`config.mk`:
```
export PLATFORM = sky130hd
export DESIGN_NAME = serial_twos_ctrl
export DESIGN_NICKNAME = d
export VERILOG_FILES = /design/src/rtl/serial_twos_pkg.sv /design/src/rtl/full_adder.sv /design/src/rtl/serial_twos_ctrl.sv
export SDC_FILE = /design/constraint.sdc
export NUM_CORES = 1
export LEC_CHECK = 0
export ABC_CLOCK_PERIOD_IN_PS = 2440
export CAP_MARGIN = 20
export CORE_MARGIN = 2
export CORE_UTILIZATION = 41
export DETAILED_ROUTE_END_ITERATION = 6
export PLACE_DENSITY = 0.74
export RECOVER_POWER = 100
export SETUP_SLACK_MARGIN = 0.15
export SLEW_MARGIN = 10
export SYNTH_ARGS = -nofsm -noshare
export SYNTH_HDL_FRONTEND = slang
export SYNTH_SLANG_ARGS = --single-unit
```
`constraint.sdc`:
```
create_clock -name clk -period 2.44 [get_ports clk]
set_input_delay 0.732 -clock clk [delete_from_list [all_inputs] [get_ports clk]]
set_output_delay 0.732 -clock clk [all_outputs]
set_load 0.02 [all_outputs]
```
`src/rtl/serial_twos_pkg.sv`:
```
// Shared types and op-code constants for the bit-serial two's-complement engine.
package serial_twos_pkg;

  typedef enum logic [1:0] {
    IDLE = 2'b00,
    RUN  = 2'b01,
    DONE = 2'b10
  } st_e;

  localparam logic [1:0] OP_PASS = 2'b00;
  localparam logic [1:0] OP_NEG  = 2'b01;
  localparam logic [1:0] OP_ABS  = 2'b10;

  // Whether an op complements the operand (and injects the +1 carry).
  // ABS only inverts negative operands; the reserved code behaves as pass.
  function automatic logic inv_for(input logic [1:0] op, input logic msb);
    case (op)
      OP_NEG:  inv_for = 1'b1;
      OP_ABS:  inv_for = msb;
      default: inv_for = 1'b0;
    endcase
  endfunction

endpackage

```
`src/rtl/full_adder.sv`:
```
// One-bit full adder shared by the serial datapath.
module full_adder (
  input  logic A,
  input  logic B,
  input  logic Cin,
  output logic sum,
  output logic carry
);

  assign sum   = A ^ B ^ Cin;
  assign carry = (A & B) | (Cin & (A ^ B));

endmodule

```
`src/rtl/serial_twos_ctrl.sv`:
```
// Bit-serial pass/negate/abs engine: one full adder, LSB-first over WIDTH cycles,
// operand in via valid/ready, result held on out_valid until accepted.
module serial_twos_ctrl
  import serial_twos_pkg::*;
#(
  parameter int WIDTH = 8,
  localparam int CNT_W = $clog2(WIDTH)
) (
  input  logic             clk,
  input  logic             rst_n,
  input  logic             in_valid,
  output logic             in_ready,
  input  logic [WIDTH-1:0] in_data,
  input  logic [1:0]       in_op,
  output logic             out_valid,
  input  logic             out_ready,
  output logic [WIDTH-1:0] out_data,
  output logic             out_ovf,
  output logic             busy
);

  st_e              st, st_nxt;
  logic [WIDTH-1:0] opnd, res;
  logic [CNT_W-1:0] cnt;
  logic [1:0]       op_q;
  logic             invert, carry_reg, orig_msb;
  logic             fa_a, fa_sum, fa_co;
  logic             accept, last_bit;

  assign accept   = (st == IDLE) && in_valid;
  assign last_bit = (cnt == CNT_W'(WIDTH - 1));

  // B is tied low: the adder only propagates the +1 carry through the
  // (optionally inverted) operand bits.
  assign fa_a = opnd[0] ^ invert;

  full_adder u_fa (
    .A     (fa_a),
    .B     (1'b0),
    .Cin   (carry_reg),
    .sum   (fa_sum),
    .carry (fa_co)
  );

  // State register.
  always_ff @(posedge clk or negedge rst_n) begin
    if (!rst_n) st <= IDLE;
    else        st <= st_nxt;
  end

  // Next-state decode; in_valid only matters in IDLE, out_ready only in DONE.
  always_comb begin
    st_nxt = st;
    case (st)
      IDLE:    if (in_valid)  st_nxt = RUN;
      RUN:     if (last_bit)  st_nxt = DONE;
      DONE:    if (out_ready) st_nxt = IDLE;
      default: st_nxt = IDLE;
    endcase
  end

  // Operand capture and one-bit-per-cycle shift; final carry-out is dropped.
  always_ff @(posedge clk or negedge rst_n) begin
    if (!rst_n) begin
      opnd      <= '0;
      res       <= '0;
      cnt       <= '0;
      op_q      <= OP_PASS;
      invert    <= 1'b0;
      carry_reg <= 1'b0;
      orig_msb  <= 1'b0;
    end else if (accept) begin
      opnd      <= in_data;
      op_q      <= in_op;
      invert    <= inv_for(in_op, in_data[WIDTH-1]);
      carry_reg <= inv_for(in_op, in_data[WIDTH-1]);
      orig_msb  <= in_data[WIDTH-1];
      cnt       <= '0;
    end else if (st == RUN) begin
      res       <= {fa_sum, res[WIDTH-1:1]};
      opnd      <= opnd >> 1;
      carry_reg <= fa_co;
      cnt       <= cnt + 1'b1;
    end
  end

  // Outputs decode from state and registers only. Overflow uses the sign rule:
  // inverting a negative operand must give a non-negative result.
  assign in_ready  = (st == IDLE);
  assign busy      = (st == RUN) || (st == DONE);
  assign out_valid = (st == DONE);
  assign out_data  = res;
  assign out_ovf   = (st == DONE) && invert && orig_msb && res[WIDTH-1];

endmodule

```
* After elaboration in Yosys (flattened, before gate mapping) *
Index checks and enable logic that the tools add are counted.

storage, ports and cells
  register bits after elaboration = 24
  input port bits = 14
  output and inout port bits = 12
  logic and storage cells = 40

cells by class
  add/subtract/negate cells = 1
  equality and inequality tests = 8
  muxes and demuxes = 11
  bitwise gates (word level) = 4
  reductions and logical operators = 9

operators with widths
  kind                                                   count
  2-to-1 mux 8 bit                                       2
  2-to-1 mux 2 bit                                       3
  2-to-1 mux 3 bit                                       2
  one-hot mux 2 bit (3 select lines)                     1
  == test 2 x 1 -> 1 bit, second input constant          2
  == test 2 bit, second input constant                   2
  logical AND 1 bit                                      4
  inequality test 2 bit, second input constant           2
  adder 3 x 1 -> 3 bit, second input constant            1
  == test 3 bit, second input constant                   1
  AND reduction 3 bit                                    1
  logical NOT 2 bit                                      1
  2-to-1 mux 1 bit                                       2
  inequality test 2 x 1 -> 1 bit, second input constant  1
  one-hot mux 1 bit (2 select lines)                     1
  AND reduction 2 bit                                    1
  nonzero test 2 bit                                     1
  XOR 1 bit                                              2
  bitwise AND 1 bit                                      1
  logical OR 1 bit                                       1
  inverter 1 bit                                         1

* Longest topological paths before layout *
Gate-level depths: netlist of run 1.

  word-level depth = 4
  depth in mapped cells = 7
  mapped depth without buffers = 5

* By module *
A second synthesis of run 1 with hierarchy kept.

second synthesis, totals
  cells, all modules = 99
  area total of the unflattened synthesis = 1,172.4 sq um

modules (own cells, without submodules)
  module            instances  cells an instance  area each (sq um)  sequential area each (sq um)
  serial_twos_ctrl  1          98                 1,152.4            600.6
  full_adder        1          1                  20.0               0.0

* Least setup slack after synthesis of run 1 *
No wires, ideal clock.

  path type = input to register
  start point = input out_ready
  end point = register st[1]
  library setup time = 0.128 ns
  arrival time = 1.494 ns
  data required time = 2.312 ns
  setup slack = 0.819 ns
  stages on the path = 3
  path buffers = 0
  cell sequence = clkinv_1 > a222oi_1 > mux2_1

on the way
  cells in the longest elaborated chain, start to end = 2

ends and longest elaborated chain
  element                                   RTL line                text
  start: declaration                        serial_twos_ctrl.sv:16  input logic out_ready,
  inequality test 2 x 1 -> 1 bit (no line)  --
  AND reduction 3 bit (no line)             --
  end signal: assignment                    serial_twos_ctrl.sv:48  else st <= st_nxt;
  end: declaration                          serial_twos_ctrl.sv:22  st_e st, st_nxt;

No other way between the ends.
A chain may end at the register's enable or synchronous reset.

* Worst setup path after layout of run 1 *
  start point = register st[0]
  end point = output out_ovf

on the way
  cells in the longest elaborated chain, start to end = 4

ends and longest elaborated chain
  element                         RTL line                text
  == test 2 bit                   serial_twos_ctrl.sv:93  assign out_ovf = (st == DONE) && invert && orig_msb && res[WIDTH-1];
  logical AND 1 bit (3 in a row)  serial_twos_ctrl.sv:93
  end: declaration                serial_twos_ctrl.sv:18  output logic out_ovf,

No other way between the ends.

==> metrics.md, run 1 <==
| Metric | Value |
|---|---|
| Worst EP required | `1.71 ns` |
| Post-synth top area cell | `dfrtp_1` |
| Slew Limit Fails | `0` |
| Vias in the first global route | `768` |
| Die footprint | `approximately 3300 µm²` |
| Async set or reset register ratio after synthesis | `100%` |
| Clk_skew | `roughly 0.0043 ns` |
| CTS buffer count | `3` |
| CP endpoint kind | `primary output` |
| Synth unique cells | `22` |
| CTS Root Buffer Type | `clkbuf_4` |
| Post-Syn Area per Cell | `11.8 µm²` |
| Pin count of the biggest net entering global routing | `25` |
| Cell Count, Final, Fillers Out | `155` |
| Core ar. | `2730 µm²` |
| # DRC | `0` |
| Synthesized Nets | `122` |
| Max FO, Critical Path | `4` |
| Die Y | `between 50 and 60 µm` |
| GRT Overall Usage | `12.8%` |
| IO buf count | `25` |
| Area delta synth->final | `25.2%` |
| Final Power | `1.72 mW` |
| Pwr per Cell Area | `1190 nW/µm²` |
| Grt ovf | `0` |
| Vias per inst | `about 5` |
| Number of diodes | `0` |
| Mapped cell area | `1160 µm²` |
| Slew HR | `14.2%` |
| Setup violations, final | `0` |
| Arrival @ worst endpoint | `approximately 1.5 ns` |
| Util after Layout | `53.2%` |
| Initial Util | `between 40% and 50%` |
| Commonest register cell after synthesis | `dfrtp_1` |
| # Post-CTS Setup Buffers | `0` |
| CTS H-tree lvls | `1` |
| Fraction of layout cells with a size suffix above 1 | `3.23%` |
| Final Hold Fails | `0` |
| #FFs+latches synth | `24` |
| 1st-iter DRT viols | `9` |
| Setup crit start kind | `register` |
| Max-cap violations | `0` |
| Worst-skew pair later-pin latency | `0.30 ns` |
| Top post-synthesis cells by area | `dfrtp_1 (52%), ha_1 (11%), mux2_1 (9.7%)` |
| First-pass GRT wire length | `roughly 3300 µm` |
| CTS tree | `done` |
| Routability cong. | `0.740` |
| Avg WL per Cell | `12.4 µm` |
| Yosys warns | `0` |
| Post-synth EDFFs | `0` |
| Row count | `19` |
| TNS Setup | `0 ns` |
| Die X-Extent | `approximately 57 µm` |
| Pleak | `0.697 nW` |
| Worst-path clk slew | `0.11 ns` |
| Clk sink count | `24` |
| Final ANT Viol Nets | `0` |
| Post-synthesis instance total | `between 90 and 100` |
| CTS max path bufs | `2` |
| Most common cell in the netlist | `dfrtp_1` |
| F_max | `459 MHz` |
| Fin crit share | `between 80% and 90%` |
| Synth top area share | `51.7%` |
| Sequential fraction of the synthesis area | `51.7%` |
| # nets final | `150` |
| Outcome | `finished, final reports clean` |
| Worst-margin pin slew | `about 1.3 ns` |
| Initial antenna violation count | `0` |
| Kind of critical path | `register to primary output` |
| RSZ-0062 raised after global routing | `false` |
| Hold crit path type | `register to register` |
| Hold slack final | `0.506 ns` |
| Drt pass-1 iters | `4` |
| Vias | `roughly 780` |
| Peak VDD IR | `0.000724 V` |
| Commonest cells post-synth | `dfrtp_1 (24), nand2_1 (12), ha_1 (10), mux2_1 (10), mux2i_1 (10)` |
| Placed wire-length estimate | `1510 µm` |
| Io pins | `26` |
| Placed insts | `152` |
| Final min period | `between 2 and 2.5 ns` |
| Routed WL | `about 1900 µm` |
layout by cell type, fill, tap and decap left out, types with 4 or more instances in the layout:
master / n
dfrtp_1: 24
o21ai_0: 7
clkdlybuf4s50_1: 10
ha_1: 10
mux2i_1: 10
mux2_1: 10
inv_1: 4
nand2_1: 12
dlygate4sd3_1: 11
through the flow:
step / instance area [µm²] / worst slack, ns
6_report: 1450 / 0.260
5_1_grt: 1450 / 0.154
4_1_cts: 1460 / 0.203
3_5_place_dp: 1440 / 0.252
3_3_place_gp: 1440 / 0.292
2_1_floorplan: 1160 / 0.819
critical path: stages, from the launching register on:
cell             delay (ns)
dfrtp_1                0.43
inv_1                  0.11
ha_1                   0.15
and4_1                 0.16
clkdlybuf4s15_1        0.31
per-layer routing:
layer | part of all wire, % | vias to the layer above | track usage, %
met5 | 0 | - | 0
met4 | 1.9 | 0 | 7.97
met3 | 2.5 | 4 | 1.36
met2 | 51 | 11 | 21.0
met1 | 45 | 376 | 16.3
li1 | - | 384 | -
final timing paths:
| path | slack, ns | from | to | cells after the start |
|---|---|---|---|---|
| setup / recovery | 0.26 | st[0]$_DFFE_PN0P_ | out_ovf | 4 |
| hold / removal | 0.51 | orig_msb$_DFFE_PN0P_ | orig_msb$_DFFE_PN0P_ | 2 |
| setup reg to reg | 0.65 | st[1]$_DFFE_PN0P_ | opnd[5]$_DFFE_PN0P_ | 5 |
| hold reg to reg | 0.51 | orig_msb$_DFFE_PN0P_ | orig_msb$_DFFE_PN0P_ | 2 |
| max in group asynchronous | 0.47 | rst_n | st[0]$_DFFE_PN0P_ | 2 |
| min in group asynchronous | 1.22 | rst_n | out_data[2]$_DFFE_PN0P_ | 2 |
final cells by class:
cell class	instances	area, µm²
Inverter	7	26.3
Sequential cell	24	601
Tap cell	31	38.8
Multi-Input combinational cell	62	504
Fill cell	235	1280
Clock buffer	3	22.5
Timing Repair Buffer	28	262
power breakdown:
part           leakage [nW]  internal [mW]  switching, mW
clock network        0.0138         0.0575          0.104
registers             0.301          0.591          0.118
logic                 0.383          0.409          0.445
cells by family after synthesis:
logic type | Yosys count | share of synthesized area, %
flops | 24 | 51.7
simple gates | 19 | 7.22
mux | 20 | 18.3
buf+inv | 12 | 4.85
fa+ha+maj | 10 | 10.8
xor+xnor | 2 | 1.51
compound gates | 11 | 5.60
what timing repair did:
action / 4_1_cts / 5_1_grt
hold buffers: 0 / 0
gates resized for setup: 4 / 1
endpoints found under the setup margin: 4 / 1
(Power assumes the default switching activity.)
==> inputs of run 2 (changes only) <==
CORE_UTILIZATION = 52   (was 41)
PLACE_DENSITY = 0.89   (was 0.74)
SETUP_SLACK_MARGIN = 0.5   (was 0.15)
==> run 2 against run 1 <==
Net effect:
- utilization up 15 points
- worst hold slack worse by 0.0075 ns
- count of clock-buffer cells in the layout grew 1
- worst setup slack improved by 0.11 ns
- first-iteration DRC count increased by 56%
- total power is 4.6% higher
- critical path type unchanged
- critical endpoint is now busy
- largest cell class unchanged
- highest routed layer unchanged
==> metrics.md, run 2 (same netlist as run 1, synthesis figures left out) <==
| Metric | Value |
|---|---|
| First-pass GRT wire length | `3400 µm` |
| Vias in the first global route | `around 800` |
| Io pins | `26` |
| # nets final | `153` |
| Final Power | `1.80 mW` |
| DP Worst Slack | `0.287 ns` |
| Outcome | `finished, final reports clean` |
| Slew HR | `around 17%` |
| Vias | `785` |
| Fin crit share | `a little over four fifths` |
| Routability cong. | `0.737` |
| Arrival @ worst endpoint | `1.34 ns` |
| CTS buffer count | `3` |
| Initial Util | `between 50% and 60%` |
| Core ar. | `around 2200 µm²` |
| Grt ovf | `0` |
| Routed WL | `1980 µm` |
| GRT Overall Usage | `around 17%` |
| Placed wire-length estimate | `1470 µm` |
| Row count | `17` |
| F_max | `483 MHz` |
| Clk_skew | `0.00260 ns` |
| Pleak | `0.710 nW` |
| Setup slack after layout | `0.369 ns` |
| 1st-iter DRT viols | `14` |
| Hold crit path type | `register to register` |
| Setup crit start kind | `register` |
| RSZ-0062 raised after global routing | `true` |
| Commonest non-fill, non-tap cell in the layout | `dfrtp_1` |
| Die footprint | `approximately 2600 µm²` |
| Worst-path clk slew | `0.13 ns` |
| CP max-delay cell | `dfrtp_1` |
| CP endpoint kind | `primary output` |
| Worst-skew pair later-pin latency | `0.30 ns` |
| Worst stage delay on the critical path | `0.38 ns` |
| Die X-Extent | `about 51 µm` |
| Area delta synth->final | `26.7%` |
| Die Y | `roughly 51 µm` |
| CTS max path bufs | `2` |
| Crit path buffers/inverters | `3` |
| Slew Limit Fails | `0` |
| Worst-margin pin slew | `1.24 ns` |
| Critical Path, Cell by Cell | `inv_2 -> buf_4 -> ha_4 -> clkbuf_1` |
| Max FO, Critical Path | `2` |
| Fraction of layout cells with a size suffix above 1 | `7.81%` |
| Worst EP required | `1.71 ns` |
| Vias per inst | `between 5 and 6` |
| Final min period | `2.07 ns` |
| Peak VDD IR | `about 0.00068 V` |
| # DRC | `0` |
| CTS H-tree lvls | `1` |
| Placed insts | `149` |
| Pwr per Cell Area | `1230 nW/µm²` |
| Hold slack final | `0.498 ns` |
| Hold-fix buffer count after cts | `0` |
| Pin count of the biggest net entering global routing | `25` |
| Avg WL per Cell | `12.7 µm` |
| Max-cap violations | `0` |
| Final Hold Fails | `0` |
| Kind of critical path | `register to primary output` |
| Final ANT Viol Nets | `0` |
| Delay-heaviest family, CP | `buffers and inverters` |
| Commonest cells after routing, fill and taps aside | `dfrtp_1 (24), nand2_1 (12), mux2_1 (10), mux2i_1 (10), clkdlybuf4s50_1 (10)` |
| CTS Root Buffer Type | `clkbuf_4` |
| Initial antenna violation count | `0` |
| Setup violations, final | `0` |
| Drt pass-1 iters | `4` |
| TNS Setup | `0 ns` |
| Number of diodes | `0` |
| Cell Count, Final, Fillers Out | `156` |
| IO buf count | `25` |
| CTS tree | `done` |
| Clk sink count | `24` |
run 2: final timing paths:
kind | startpoint | end | slack (ns) | depth (start not counted)
setup reg to reg | st[1]$_DFFE_PN0P_ | st[0]$_DFFE_PN0P_ | 0.68 | 5
setup / recovery | st[0]$_DFFE_PN0P_ | busy | 0.37 | 4
min in group asynchronous | rst_n | out_data[1]$_DFFE_PN0P_ | 1.20 | 2
max in group asynchronous | rst_n | opnd[6]$_DFFE_PN0P_ | 0.52 | 2
hold reg to reg | out_data[0]$_DFFE_PN0P_ | out_data[0]$_DFFE_PN0P_ | 0.50 | 1
hold / removal | out_data[0]$_DFFE_PN0P_ | out_data[0]$_DFFE_PN0P_ | 0.50 | 1
run 2: stage by stage:
stage	cell area (µm²)	utilization, %
floorplan	1160	-
global placement	1440	66.3
detailed placement	1440	66.3
CTS	1480	68.3
global route	1470	67.8
finish	1470	67.8
run 2: routing by layer:
| layer | wire length, µm | track usage (%) |
|---|---|---|
| met5 | 0 | 0 |
| met2 | 1030 | 32.5 |
| met4 | 9 | 4.82 |
| met3 | 76 | 2.92 |
| met1 | 859 | 20.5 |
run 2: cell type report:
class,instances,area [µm²]
clock buffer,4,36.3
timing repair buffer,31,256
sequential,24,601
multi-input combinational,62,517
tap,28,35.0
fill,176,698
inverter,7,26.3
run 2: power breakdown:
group | internal [mW] | leakage [nW] | switching, mW
sequential | 0.591 | 0.301 | 0.115
combinational | 0.422 | 0.389 | 0.475
clock | 0.0909 | 0.0210 | 0.111
run 2: repair_timing:
item / 4_1_cts / 5_1_grt
setup endpoints to repair: 12 / 3
gates resized for setup: 31 / 4
setup buffers: 2 / 1
pin swaps: 0 / 0
==> inputs of run 3 (changes only) <==
ABC_CLOCK_PERIOD_IN_PS = 2050   (was 2440)
CORE_UTILIZATION = 49   (was 52)
PLACE_DENSITY = 0.85   (was 0.89)
clock period = 2.05 ns   (was 2.44 ns; I/O delays follow)
==> run 3 against run 2 <==
Net effect:
- clock skew rose by 0.0077 ns
- total power is 32% higher
- register-to-register slack got worse by 0.48 ns
- global-route usage grew 1.7 points
- critical endpoint is now out_ovf
- critical path type unchanged
- combinational power up 35%
- first-iteration DRC count stayed put
- worst hold slack gained 0.0056 ns
==> metrics.md, run 3 (same netlist as run 1, synthesis figures left out) <==
| Metric | Value |
|---|---|
| Setup violations, final | `0` |
| 1st-iter DRT viols | `14` |
| Setup slack after layout | `a little over 0.1 ns` |
| Row count | `17` |
| Vias in the first global route | `roughly 870` |
| Clk sink count | `24` |
| IO buf count | `25` |
| Peak VDD IR | `approximately 0.00096 V` |
| Vias per inst | `5.09` |
| Placed wire-length estimate | `about 1500 µm` |
| Psw | `0.924 mW` |
| Max-cap violations | `0` |
| Commonest non-fill, non-tap cell in the layout | `dfrtp_1` |
| Critical Path, Cell by Cell | `inv_2 -> ha_4 -> and4_1 -> buf_6` |
| DP Worst Slack | `-0.0110 ns` |
| Worst R2R Start | `st[1]$_DFFE_PN0P_` |
| Worst-margin pin slew | `1.27 ns` |
| CTS buffer count | `3` |
| # DRC | `0` |
| Fraction of layout cells with a size suffix above 1 | `17.2%` |
| F_max | `between 500 and 600 MHz` |
| FILL cells | `162` |
| Core ar. | `approximately 2200 µm²` |
| Final ANT Viol Nets | `0` |
| Worst stage delay on the critical path | `0.42 ns` |
| Kind of critical path | `register to primary output` |
| Arrival @ worst endpoint | `1.33 ns` |
| Sw frac | `between 30% and 40%` |
| Met3 usage | `1.71%` |
| Global Route met1 Usage | `24.2%` |
| Slew Limit Fails | `0` |
| DP Area | `1460 µm²` |
| Number of diodes | `0` |
| Die X-Extent | `52.7 µm` |
| Initial Util | `roughly 52%` |
| Commonest cells after routing, fill and taps aside | `dfrtp_1 (24), nand2_1 (12), clkdlybuf4s50_1 (12)` |
| Clock power frac | `14.2%` |
| Most crowded layer after global routing | `met2` |
| CTS tree | `done` |
| Drt pass-1 iters | `4` |
| Pleak | `0.723 nW` |
| Routing usage on met2 | `a little under a third` |
| Delay-heaviest family, CP | `flip-flops` |
| Worst-skew pair later-pin latency | `0.32 ns` |
| CP Depth | `4` |
| Sequential group share of total power | `35.4%` |
| Fin crit share | `95.1%` |
| Final min period | `1.95 ns` |
| CTS Root Buffer Type | `clkbuf_4` |
| Critical Path Start | `st[0]$_DFFE_PN0P_` |
| CTS max path bufs | `2` |
| Gate power share | `50.4%` |
| Final Hold Fails | `0` |
| # nets final | `approximately 160` |
| Final Power | `2.39 mW` |
| RSZ-0062 raised after global routing | `true` |
| Routability cong. | `0.731` |
| R2R depth | `6` |
| GRT Overall Usage | `a little under a fifth` |
| Internal | `1.47 mW` |
| Crit path buffers/inverters | `2` |
| Area delta synth->final | `32.7%` |
| Io pins | `26` |
| Outcome | `finished, final reports clean` |
| Avg WL per Cell | `~14 µm` |
| Util after Layout | `69.0%` |
| Grt ovf | `0` |
| Reg2reg setup slack | `roughly 0.20 ns` |
| Critical Path End | `out_ovf` |
| CP endpoint kind | `primary output` |
| Design area | `1540 µm²` |
| Die Y | `52.7 µm` |
| Reg2reg end | `st[0]$_DFFE_PN0P_` |
| Slew HR | `approximately 15%` |
| Clk_skew | `0.0103 ns` |
| Initial antenna violation count | `0` |
| CTS H-tree lvls | `1` |
| Max FO, Critical Path | `3` |
| CP max-delay cell | `dfrtp_1` |
| Worst-path clk slew | `roughly 0.12 ns` |
| Die footprint | `approximately 2800 µm²` |
| Worst EP required | `1.43 ns` |
| Pin count of the biggest net entering global routing | `25` |
| Vias | `825` |
| Pwr per Cell Area | `1550 nW/µm²` |
| Setup crit start kind | `register` |
| First-pass GRT wire length | `3800 µm` |
| Routed WL | `2240 µm` |
| Hold crit path type | `register to register` |
| Hold-fix buffer count after cts | `0` |
-- run 3: changes by cell type in the layout (fill, tap and decap cells not counted), sizes merged --
cell / delta
clkdlybuf4s50: +2
clkbuf: +7
dlygate4sd3: -2
dlygate4sd2: -8
bufinv: +1
buf: +6
-- run 3: what timing repair did --
action | 4_1_cts | 5_1_grt
pin swaps | 1 | 1
setup buffers | 7 | 1
resized for setup | 64 | 10
endpoints found under the setup margin | 15 | 24
endpoints found under the hold margin | 0 | 0
-- run 3: worst min-delay path by stage --
stage / startpoint / endpoint / slack (ns) / depth (start not counted)
2_1_floorplan: rst_n / carry_reg$_DFFE_PN0P_ / 0.32 / 0
3_3_place_gp: orig_msb$_DFFE_PN0P_ / orig_msb$_DFFE_PN0P_ / 0.47 / 2
3_5_place_dp: out_data[0]$_DFFE_PN0P_ / out_data[0]$_DFFE_PN0P_ / 0.48 / 1
4_1_cts: out_data[0]$_DFFE_PN0P_ / out_data[0]$_DFFE_PN0P_ / 0.51 / 1
5_1_grt: out_data[0]$_DFFE_PN0P_ / out_data[0]$_DFFE_PN0P_ / 0.54 / 1
6_report: out_data[0]$_DFFE_PN0P_ / out_data[0]$_DFFE_PN0P_ / 0.50 / 1
-- run 3: power groups by stage --
| stage | clock network (mW) | logic, mW | registers (mW) |
|---|---|---|---|
| global placement | 0 | 1.14 | 0.845 |
| finish | 0.339 | 1.21 | 0.847 |
| global route | 0.367 | 1.33 | 0.878 |
| floorplan | 0 | 0.690 | 0.930 |
| CTS | 0.351 | 1.30 | 0.842 |
| detailed placement | 0 | 1.18 | 0.863 |
-- run 3: worst reg2reg max path, cell delays in order (launching register included) --
cell	delay, ns
dfrtp_1	0.42
clkbuf_1	0.16
inv_4	0.05
clkbuf_1	0.11
ha_1	0.21
a222oi_1	0.44
mux2_1	0.36
-- run 3: metal layers --
layer  share of wire [%]  wire length (µm)  up-vias
met5                   0                 0        -
met4                 2.6                58        0
met3                 2.1                48        4
met2                  53              1180       16
met1                  42               951      403
li1                    -                 -      402
-- run 3: layout make-up --
type                       count  area [µm²]  area share (%)
clock inverter                 1        30.0            1.95
multi-input combinational     62         547            35.5
inverter                       7        28.8            1.87
timing repair buffer          37         277            18.0
clock buffer                   3        22.5            1.46
sequential                    24         601            39.0
tap                           28        35.0            2.27
-- run 3: through the flow --
step                      hold WS (ns)  setup TNS [ns]  instances
after floorplan                  0.319               0         98
after global placement           0.467               0        150
after detailed placement         0.482         -0.0161        150
after CTS                        0.507               0        161
after global routing             0.539               0        162
final                            0.504               0        162
==> RTL edit 1: new RTL, flow settings as in run 2 <==
The 3 values of `st_e` get a one-hot encoding in 3 bits.
--- a/src/rtl/serial_twos_pkg.sv
+++ b/src/rtl/serial_twos_pkg.sv
@@ -1,10 +1,10 @@
 // Shared types and op-code constants for the bit-serial two's-complement engine.
 package serial_twos_pkg;
 
-  typedef enum logic [1:0] {
-    IDLE = 2'b00,
-    RUN  = 2'b01,
-    DONE = 2'b10
+  typedef enum logic [2:0] {
+    IDLE = 3'b001,
+    RUN  = 3'b010,
+    DONE = 3'b100
   } st_e;
 
   localparam logic [1:0] OP_PASS = 2'b00;
Formal check against the unedited RTL: no difference found for any inputs over 10 cycles, from zero or initial values and one cycle with rst_n low; not proved beyond that.
==> RTL edit 1 against run 2 <==
  * Critical path depth down 1
  * Setup slack worse by 0.16 ns
  * Sequential cell count is 1 higher
  * Register-to-register slack lost 0.33 ns
  * Routed wire length grew 23%
  * Largest cell class unchanged
  * Clock skew increased by 0.0083 ns
  * Total power is 12% lower
  * Final area grew 2.3%
  * Area after synthesis rose by 3.6%
  * Worst hold slack got worse by 0.013 ns
  * Via count is 23% higher
  * Critical path type unchanged
==> RTL edit 1: results (changes against run 2) <==
Outcome
  • Outcome: completed (unchanged)

Global routing
  • Routing usage on met1: 25.2% (was 20.5%)
  • GR Util met3: 3.45% (was 2.92%)
  • First-pass GRT wire length: 4100 um (was 3400 um)

Logic synthesis
  • Post-synth top cells: 41 x nand2_1, 24 x dfrtp_1, 15 x a21oi_1 (was 24 x dfrtp_1, 12 x nand2_1, 10 x ha_1, 10 x mux2_1, 10 x mux2i_1)
  • Sequential-to-total area share from yosys stat: 52.1% (was 51.7%)
  • Compound-Gate Fraction of Synth Area: 10.2% (was 5.60%)
  • Xor/xnor share of the synthesized area: 1.46% (was 1.51%)

Timing
  • Slew headroom: 12.0% (was 17.4%)
  • Final Critical Period: 2.23 ns (was 2.07 ns)
  • Worst Skew: 0.0109 ns (was 0.00260 ns)

Routing
  • Vias per cell: 5.30 (was 5.03)
  • Total Wirelength: 2440 um (was 1980 um)
  • Total vias in the final route: 969 (was 785)

CTS
  • Worst skew pair latency: 0.33 ns (was 0.30 ns)
  • Post-CTS Resized: 28 (was 31)

Pwr
  • Power Density: 1060 nW/um2 (was 1230 nW/um2)
  • Flop pwr share: 44.6% (was 39.1%)

Worst setup path
  • Largest delay share family, worst path: flip-flops (was buffers and inverters)
  • Worst reg2reg endpoint: cnt[0]$_DFFE_PN0P_ (was st[0]$_DFFE_PN0P_)
  • CP max FO: 4 (was 2)
  • Slowest cell delay on critical path: 0.64 ns (was 0.38 ns)

Final layout
  • Final-layout non-clock buffer area share: 19.5% (was 17.4%)
  • Signal inverters: 3 (was 7)
  • Fill cells: 183 (was 176)
  • Seq area share: 41.6% (was 40.8%)
  • Sequential cells: 25 (was 24)

Place
  • DP Area: 1480 um2 (was 1440 um2)
RTL edit 1: worst min-delay path, cell delays in order (launching register included):
cell and delay, ns:
dfrtp_1 0.36, nand2_1 0.05, nand2_1 0.06
RTL edit 1: cell families (layout without fill, tap and decap cells):
family          after synthesis  count (layout)
fa+ha+maj                     5               5
compound gates               20              20
mux                           1               1
buf+inv                      10              41
simple gates                 61              61
flops                        25              25
xor+xnor                      2               2
RTL edit 1: worst min path at each step:
stage | end | slack [ns] | cells after the start
final | out_data[0]$_DFFE_PN0P_ | 0.49 | 2
after global placement | orig_msb$_DFFE_PN0N_ | 0.45 | 2
after global routing | out_data[0]$_DFFE_PN0P_ | 0.53 | 2
after CTS | out_data[0]$_DFFE_PN0P_ | 0.49 | 2
after floorplan | carry_reg$_DFFE_PN0P_ | 0.44 | 0
after detailed placement | out_data[0]$_DFFE_PN0P_ | 0.46 | 2
==> RTL edit 2: new RTL, config.mk and constraints of run 2 <==
Without the edit above. Set the parameter `WIDTH` to 4 (it was 8).
--- a/src/rtl/serial_twos_ctrl.sv
+++ b/src/rtl/serial_twos_ctrl.sv
@@ -3,7 +3,7 @@
 module serial_twos_ctrl
   import serial_twos_pkg::*;
 #(
-  parameter int WIDTH = 8,
+  parameter int WIDTH = 4,
   localparam int CNT_W = $clog2(WIDTH)
 ) (
   input  logic             clk,
Ports: changed (resized in_data and out_data); port bits go from 26 to 18. No check against the original RTL was run, so the function may have changed too.
==> RTL edit 2 against run 2 <==
  * Final area shrank 34%
  * Area after synthesis down 34%
  * Sequential cell count decreased by 9
  * Synthesized cell count is 33% lower
  * Die area is 32% lower
  * Total power decreased by 32%
  * Critical path depth shrank 1
  * Setup slack gained 0.028 ns
  * Routed wire length down 28%
==> RTL edit 2: results (changes against run 2) <==
Routing
  • Routed len/inst: 13.8 um (was 12.7 um)
  • Total vias in the final route: 568 (was 785)
  • Wire length on met2: 720 um (was 1030 um)
  • Total Wirelength: 1430 um (was 1980 um)
  • M1 wire length: 621 um (was 859 um)

Pwr
  • Clk pwr: 0.143 mW (was 0.202 mW)
  • Combinational share of power: 51.5% (was 49.7%)
  • Worst vdd ir: 0.000606 V (was 0.000684 V)
  • Leak: 0.485 nW (was 0.710 nW)
  • Switching power: 0.494 mW (was 0.701 mW)

Worst setup path
  • R2R Path Start: st[0]$_DFFE_PN0P_ (was st[1]$_DFFE_PN0P_)
  • FF-to-FF setup slack: 0.57 ns (was 0.68 ns)

Timing
  • Hold Slack: 0.503 ns (was 0.498 ns)

Place
  • DP HPWL: 1020 um (was 1470 um)
  • Place WS: 0.210 ns (was 0.287 ns)
  • Final Wtd Congestion: 0.753 (was 0.737)
  • PortBufs: 17 (was 25)
  • Placed cells: 97 (was 149)
  • DP Area: 948 um2 (was 1440 um2)

Global routing
  • GR Util met3: 3.02% (was 2.92%)
  • Met2 Usage GRT: 31.7% (was 32.5%)

Logic synthesis
  • Yosys cell types: 19 (was 22)
  • Mux contribution to synthesized area: 15.4% (was 18.3%)
  • Synthesized instance count: 66 (was 98)
  • Xor/xnor share of the synthesized area: 2.29% (was 1.51%)
  • Synthesized Nets: 85 (was 122)
  • Synth Area in Adders: 14.7% (was 10.8%)

CTS
  • Post-CTS Resized: 26 (was 31)
  • Worst skew pair latency: 0.28 ns (was 0.30 ns)

Final layout
  • Share of cells above drive strength 1: 14.6% (was 7.81%)
  • NumNets Final: 109 (was 153)

Outcome
  • Outcome: completed (unchanged)

Hold path
  • Cell count of the worst hold path: 2 (was 1)
RTL edit 2: worst max path at each step:
| stage | from | endpoint | slack, ns | depth (start not counted) |
|---|---|---|---|---|
| 3_5_place_dp | in_valid | st[0]$_DFFE_PN0P_ | 0.21 | 4 |
| 4_1_cts | st[1]$_DFFE_PN0P_ | out_ovf | 0.45 | 3 |
| 6_report | st[0]$_DFFE_PN0P_ | in_ready | 0.40 | 3 |
| 3_3_place_gp | in_valid | st[0]$_DFFE_PN0P_ | 0.24 | 4 |
| 2_1_floorplan | st[0]$_DFFE_PN0P_ | st[0]$_DFFE_PN0P_ | 0.77 | 4 |
| 5_1_grt | st[1]$_DFFE_PN0P_ | in_ready | 0.32 | 3 |
RTL edit 2: area by class of cell:
class / instances / area [um2]
tap: 15 / 18.8
timing repair buffer: 20 / 169
sequential: 15 / 375
multi-input combinational: 43 / 360
clock buffer: 4 / 26.3
fill: 86 / 358
inverter: 7 / 26.3
